[src/rtl/posit_lut_loader_if.sv]
// Load and lookup bus of the runtime-programmable posit function table.
// The master side (host/DMA plus datapath) drives requests; the slave side is the table.
interface posit_lut_loader_if #(
    parameter int WIDTH = 8
);
    logic             load_start;
    logic             load_valid;
    logic [WIDTH-1:0] load_data;
    logic             load_ready;
    logic             load_done;
    logic             table_valid;
    logic             lookup_valid;
    logic [WIDTH-1:0] lookup_in;
    logic             lookup_out_valid;
    logic [WIDTH-1:0] lookup_out;

    modport master (
        output load_start, load_valid, load_data, lookup_valid, lookup_in,
        input  load_ready, load_done, table_valid, lookup_out_valid, lookup_out
    );

    modport slave (
        input  load_start, load_valid, load_data, lookup_valid, lookup_in,
        output load_ready, load_done, table_valid, lookup_out_valid, lookup_out
    );
endinterface

[src/rtl/posit_lut_loader.sv]
// Runtime-loadable 2**WIDTH-entry lookup table for posit unary functions.
// Entries stream in over a valid/ready port in address order; lookups have 1-cycle latency.
module posit_lut_loader #(
    parameter int WIDTH = 8,
    parameter int ES    = 1
) (
    input logic                clock,
    input logic                reset,
    posit_lut_loader_if.slave  bus
);
    localparam int               DEPTH     = 1 << WIDTH;
    localparam logic [WIDTH:0]   LAST_ADDR = (WIDTH + 1)'(DEPTH - 1);
    localparam logic [WIDTH-1:0] NAR       = {1'b1, {(WIDTH - 1){1'b0}}};

    // ES only tags the table format; reject configurations that cannot be a posit.
    if (ES < 0 || ES > WIDTH - 2) begin : g_bad_es
        $error("posit_lut_loader: ES out of range for WIDTH");
    end

    typedef enum logic [1:0] {IDLE, LOAD, READY} state_t;
    typedef enum logic [1:0] {OUT_ZERO, OUT_NAR, OUT_RAM} out_sel_t;

    state_t           state_q, state_d;
    logic [WIDTH:0]   addr_q, addr_d;
    logic             load_done_q, load_done_d;
    logic             out_valid_q, out_valid_d;
    out_sel_t         out_sel_q, out_sel_d;
    logic             wr_en;
    logic [WIDTH-1:0] rd_data_q;
    logic [WIDTH-1:0] mem [DEPTH];
    logic             table_valid;

    assign table_valid = (state_q == READY);

    always_comb begin
        state_d     = state_q;
        addr_d      = addr_q;
        load_done_d = 1'b0;
        wr_en       = 1'b0;
        // A start request always wins: any beat in the same cycle is dropped.
        if (bus.load_start) begin
            state_d = LOAD;
            addr_d  = '0;
        end else if (state_q == LOAD && bus.load_valid) begin
            wr_en  = 1'b1;
            addr_d = addr_q + 1'b1;
            if (addr_q == LAST_ADDR) begin
                state_d     = READY;
                load_done_d = 1'b1;
            end
        end
    end

    always_comb begin
        out_valid_d = bus.lookup_valid;
        out_sel_d   = out_sel_q;
        if (bus.lookup_valid) begin
            out_sel_d = table_valid ? OUT_RAM : OUT_NAR;
        end
    end

    always_ff @(posedge clock) begin
        if (reset) begin
            state_q     <= IDLE;
            addr_q      <= '0;
            load_done_q <= 1'b0;
            out_valid_q <= 1'b0;
            out_sel_q   <= OUT_ZERO;
        end else begin
            state_q     <= state_d;
            addr_q      <= addr_d;
            load_done_q <= load_done_d;
            out_valid_q <= out_valid_d;
            out_sel_q   <= out_sel_d;
        end
    end

    // Plain write port and registered read port, no reset, so the array maps to block RAM.
    always_ff @(posedge clock) begin
        if (wr_en) begin
            mem[addr_q[WIDTH-1:0]] <= bus.load_data;
        end
    end

    always_ff @(posedge clock) begin
        if (bus.lookup_valid) begin
            rd_data_q <= mem[bus.lookup_in];
        end
    end

    always_comb begin
        unique case (out_sel_q)
            OUT_RAM: bus.lookup_out = rd_data_q;
            OUT_NAR: bus.lookup_out = NAR;
            default: bus.lookup_out = '0;
        endcase
    end

    assign bus.load_ready       = (state_q == LOAD) && !bus.load_start;
    assign bus.load_done        = load_done_q;
    assign bus.table_valid      = table_valid;
    assign bus.lookup_out_valid = out_valid_q;
endmodule
[src/flat_wrapper.sv]
// flat-port wrapper written by rule: the top's interface ports become plain ports
module posit_lut_loader_flat 
#(
    parameter int WIDTH = 8,
    parameter int ES    = 1
)
  (clock, reset, bus_load_start, bus_load_valid, bus_load_data, bus_lookup_valid, bus_lookup_in, bus_load_ready, bus_load_done, bus_table_valid, bus_lookup_out_valid, bus_lookup_out);
  posit_lut_loader_if #(.WIDTH(WIDTH)) bus_i ();
  input logic clock;
  input logic reset;
  input wire logic [$bits(bus_i.load_start)-1:0] bus_load_start;
  input wire logic [$bits(bus_i.load_valid)-1:0] bus_load_valid;
  input wire logic [$bits(bus_i.load_data)-1:0] bus_load_data;
  input wire logic [$bits(bus_i.lookup_valid)-1:0] bus_lookup_valid;
  input wire logic [$bits(bus_i.lookup_in)-1:0] bus_lookup_in;
  output wire logic [$bits(bus_i.load_ready)-1:0] bus_load_ready;
  output wire logic [$bits(bus_i.load_done)-1:0] bus_load_done;
  output wire logic [$bits(bus_i.table_valid)-1:0] bus_table_valid;
  output wire logic [$bits(bus_i.lookup_out_valid)-1:0] bus_lookup_out_valid;
  output wire logic [$bits(bus_i.lookup_out)-1:0] bus_lookup_out;
  assign bus_i.load_start = bus_load_start;
  assign bus_i.load_valid = bus_load_valid;
  assign bus_i.load_data = bus_load_data;
  assign bus_i.lookup_valid = bus_lookup_valid;
  assign bus_i.lookup_in = bus_lookup_in;
  assign bus_load_ready = bus_i.load_ready;
  assign bus_load_done = bus_i.load_done;
  assign bus_table_valid = bus_i.table_valid;
  assign bus_lookup_out_valid = bus_i.lookup_out_valid;
  assign bus_lookup_out = bus_i.lookup_out;
  posit_lut_loader #(.WIDTH(WIDTH), .ES(ES)) u_core (.clock(clock), .reset(reset), .bus(bus_i));
endmodule
[config.mk]
export PLATFORM = sky130hd
export DESIGN_NAME = posit_lut_loader_flat
export DESIGN_NICKNAME = d
export VERILOG_FILES = /design/src/rtl/posit_lut_loader_if.sv /design/src/rtl/posit_lut_loader.sv /design/src/flat_wrapper.sv
export SDC_FILE = /design/constraint.sdc
export NUM_CORES = 2
export LEC_CHECK = 0
export CORE_MARGIN = 2
export CORE_UTILIZATION = 65
export DETAILED_ROUTE_END_ITERATION = 12
export MAX_ROUTING_LAYER = met4
export PLACE_DENSITY = 0.82
export SLEW_MARGIN = 40
export SYNTH_ARGS = -nofsm -noshare
export SYNTH_HDL_FRONTEND = slang
export SYNTH_SLANG_ARGS = --single-unit
[constraint.sdc]
create_clock -name clock -period 5.5 [get_ports clock]
set_clock_uncertainty 0.2 [all_clocks]
set_input_delay 1.375 -clock clock [delete_from_list [all_inputs] [get_ports clock]]
set_output_delay 1.375 -clock clock [all_outputs]
set_load 0.02 [all_outputs]
Yosys cells after proc, flatten, opt, wreduce, memory -nomap -nowiden. Memory sizes are Yosys's and may differ from the RTL's. A register that Yosys moved wholly into a read port is not among the register bits. Cells that the tools add are included.

Register bits: 15. Bits in writable memories: 2048. Bits of input ports: 21. Output and inout bits: 12. Logic and storage cells: 33. Memories: 1.

Memories: u_core.mem (depth 256, width 8, read ports 1, clocked after memory_dff 1, write ports 1, line posit_lut_loader.sv:30) `logic [WIDTH-1:0] mem [DEPTH];`.

Add/sub/neg operators: 1. Equal/unequal tests: 5. Mux-type cells: 10. Bitwise operators: 1. Reduce and logical (&&, ||, !) cells: 9.

Operator list (number): 8-bit one-hot mux with 2 select lines (1); 9-bit by 1-bit adder with 9-bit output, second input constant (1); 9-bit by 8-bit == test with 1-bit output, second input constant (1); 1-bit two-way mux (8); 2-bit by 1-bit == test with 1-bit output, second input constant (2); 2-bit == test, second input constant (2); 2-bit AND reduction (2); 2-bit nonzero test (2); 3-bit OR reduction (1); 1-bit logical AND (2); 2-bit two-way mux (1); 2-bit OR reduction (1); 1-bit zero test (1); 1-bit NOT (1).

Logic depth before layout (Yosys ltp).
Depth in word-level cells: 6. Depth in mapped cells: 11. Gate-level depth less buffers: 7.

Worst setup path before layout. OpenSTA, ideal clock, no wires.

Path kind: input -> register. Start: input port bus_load_start. End: memory u_core.mem[220][0] (enable). Setup time: 370 ps. Arrival: 3075 ps. Data required time: 4930 ps. Path slack: 1855 ps. Stages: 5. Buffers on the path: 1. Cell sequence: nor3b_1 > and3_1 > nand2_1 > clkbuf_1 > nor2_1.

Longest elaborated chain between the ends: 3.

RTL lines: start: declaration (line flat_wrapper.sv:11) `input wire logic [$bits(bus_i.load_start)-1:0] bus_load_start;`; 1-bit two-way mux (line posit_lut_loader.sv:41) `if (bus.load_start) begin`; 1-bit two-way mux (line posit_lut_loader.sv:80) `if (wr_en) begin`; 1-bit two-way mux (implied by the code) (line posit_lut_loader.sv:81) `mem[addr_q[WIDTH-1:0]] <= bus.load_data;`; end: declaration (line posit_lut_loader.sv:30).

No other way between the ends.

Worst setup path in the final report.
Start: input port bus_load_start. End: output port bus_load_ready.

Longest elaborated chain between the ends: 2.

RTL lines: 1-bit zero test (line posit_lut_loader.sv:99) `assign bus.load_ready = (state_q == LOAD) && !bus.load_start;`; 1-bit logical AND (line posit_lut_loader.sv:99); end: declaration (line flat_wrapper.sv:16) `output wire logic [$bits(bus_i.load_ready)-1:0] bus_load_ready;`.

No other way between the ends.

==> metrics.txt <==
outcome finished, final reports clean; critical-path maximum fanout 4; CTS Hold Bufs 0; final antenna-violating net count 0; Async SR Flop Fraction 0%; register area share after synthesis between 70% and 80%; fraction of layout cells with a size suffix above 1 23.7%; core area 0.122 sq mm; WL/cell 36.4 um; antenna violations before repair 8; gpl congestion approximately 0.96; vias in the first global route roughly 43k; Max Slew Vio Count 0; GRT Resource Usage Total between 30% and 40%; clock sink count ~2.1k; commonest non-fill, non-tap cell in the layout edfxtp_1; Reg2Reg Setup Slack between 2000 and 2500 ps; 1st-pass router iterations 8; first-iteration detailed-routing DRC count just over 8k; #FFs+latches synth between 2k and 2.5k; Pwr Density about 360 mW/mm^2; Worst setup EP type output pin; WHS around 310 ps; post-layout minimum cycle time 4650 ps; CP dominant cell by count clkdlybuf4s50_1; commonest non-fill, non-tap cells in the layout 2056 x edfxtp_1, 426 x mux4_2, 229 x nor2_1, 198 x clkbuf_16, 161 x mux2i_1; HPWL Detailed 119000 um; Startpoint Class primary input; ys flop type edfxtp_1; die width 355 um; Syn Area/Cell 20.8 sq um; via density per instance around 7.4; Max clock buf depth 3; post-placement worst setup slack between 500 and 600 ps; setup violators final 0; drt total wl about 210000 um; Non-Filler Instances ~5.8k; Data required, critical path a little under 4000 ps; FP Rows approximately 130; setup ws final 855 ps; final hold viol count 0; die outline height around 360 um; CTS root buf clkbuf_16; Synth Warn # 0; setup TNS 0 ps; Max rail drop VDD approximately 440 uV; Leak Pwr 27.9 nW; global route overflow 0; number of distinct library cells after synthesis 54; post-placement cell count about 5.5k; Slew @ Worst Pin about 1000 ps; Layout area overhead 11.6%; fraction of synthesized area in multiplexers about 14%; CP max stage cell clkdlybuf4s50_1; Vias between 40k and 50k; Initial Util 65.7%; XOR/XNOR Fraction of Synth Area less than 1%; io pins 33; unrepaired setup endpoints after global routing no; IO buf count 32; Post-Synth Simple-Gate Area under 10%; number of setup buffers added after CTS 0; clk_lat worst skew 820 ps; pin count of the biggest net entering global routing roughly 160; critical path type primary input to output pin; synthesized-area fraction occupied by adder cells less than 1%; die area roughly 0.13 sq mm; Synth Area in Compound Gates 3.99%; nets a little over 4k; DRC viols 0; CTS tree done; CP arrival roughly 3100 ps; max cap viols 0; EDFF count, synth slightly above 2k; clock-pin slew on the worst setup and hold paths around 60 ps; CTS buffer count ~190; first-pass GRT wire length around 310000 um; Max-slew headroom between 30% and 40%; post_cts resized 0; H-tree levels 4; Cells after Synth approximately 3.9k; main combinational cell family by area after synthesis multiplexers; critical path, cell by cell clkdlybuf4s50_1 -> nor3b_1 -> clkdlybuf4s50_1; HP Class flop to flop; Max Fclk 215 MHz; Final period util ~84%; Syn Nets just under 4k; Max stage delay on crit path around 830 ps; Mapped Area approximately 0.08 sq mm
cell usage after synthesis (all sizes together), types with 15 or more instances:
library cell,count,area (sq um)
mux2i,161,1610
edfxtp,2056,61700
nand2,51,191
nor2b,17,106
a221oi,15,131
clkbuf,107,402
dfxtp,15,300
o21ai,48,240
buf,129,1050
a22o,20,175
a21oi,102,510
mux4,426,9590
o22ai,45,282
a211oi,28,210
a22oi,152,1140
o221ai,43,377
nand3,16,80.1
nor2,292,1100
nor4,16,100
nor3,32,160
cells by family (layout without fill, tap and decap cells):
family | Yosys count | in the layout
AOI/OAI and AO/OA | 469 | 469
other | 0 | 7
and+or+nand+nor | 473 | 473
xor gates and xnor gates | 7 | 7
muxes | 589 | 589
buffers and inverters | 243 | 582
adders and majority gates | 7 | 7
DFF | 2071 | 2071
flip-flops by register name (all words and copies together), names as in the netlist:
signal                       cells
u_core.rd_data_q                 8
u_core.bus.lookup_out_valid      1
u_core.out_sel_q                 2
u_core.mem                    2048
u_core.bus.load_done             1
u_core.addr_q                    9
u_core.state_q                   2
layer usage:
layer	wire length [um]	track usage, %	vias up
li1	-	-	16400
met1	70300	46.0	21600
met2	101000	52.9	4336
met3	30400	9.27	766
met4	11100	15.2	0
met5	0	-	-
cell type report:
class | count | area, sq um
Tap cell | 1625 | 2030
Sequential cell | 2071 | 62000
Inverter | 7 | 26.3
Multi-Input combinational cell | 1545 | 16900
Antenna cell | 7 | 17.5
Fill cell | 6106 | 32500
Clock inverter | 103 | 1080
Clock buffer | 249 | 5120
Timing Repair Buffer | 223 | 2230
stage by stage:
stage	power [mW]	util (%)	instance area [sq um]
floorplan	18.5	-	80200
finish	32.3	73.3	89500
CTS	32.2	73.2	89300
global placement	19.1	67.9	82900
global route	32.8	73.3	89500
detailed placement	19.2	68.1	83100
power breakdown:
group	internal (mW)	switching, mW	total, mW
Combinational	0.525	1.01	1.53
Clock	7.48	5.91	13.4
Sequential	17.4	0.0167	17.4
path summary, 6_finish.rpt:
path,startpoint,endpoint,cells after the start
max,bus_load_start,bus_load_ready,3
min,u_core.addr_q[8],u_core.addr_q[8],2
max reg2reg,u_core.state_q[0],u_core.mem[36][3],6
min reg2reg,u_core.addr_q[8],u_core.addr_q[8],2
critical path: cells and delay by family:
family,cells,cell delay [ps]
buf+inv,2,1300
simple gates,1,380
No activity file was read; power rests on OpenSTA's default activity.
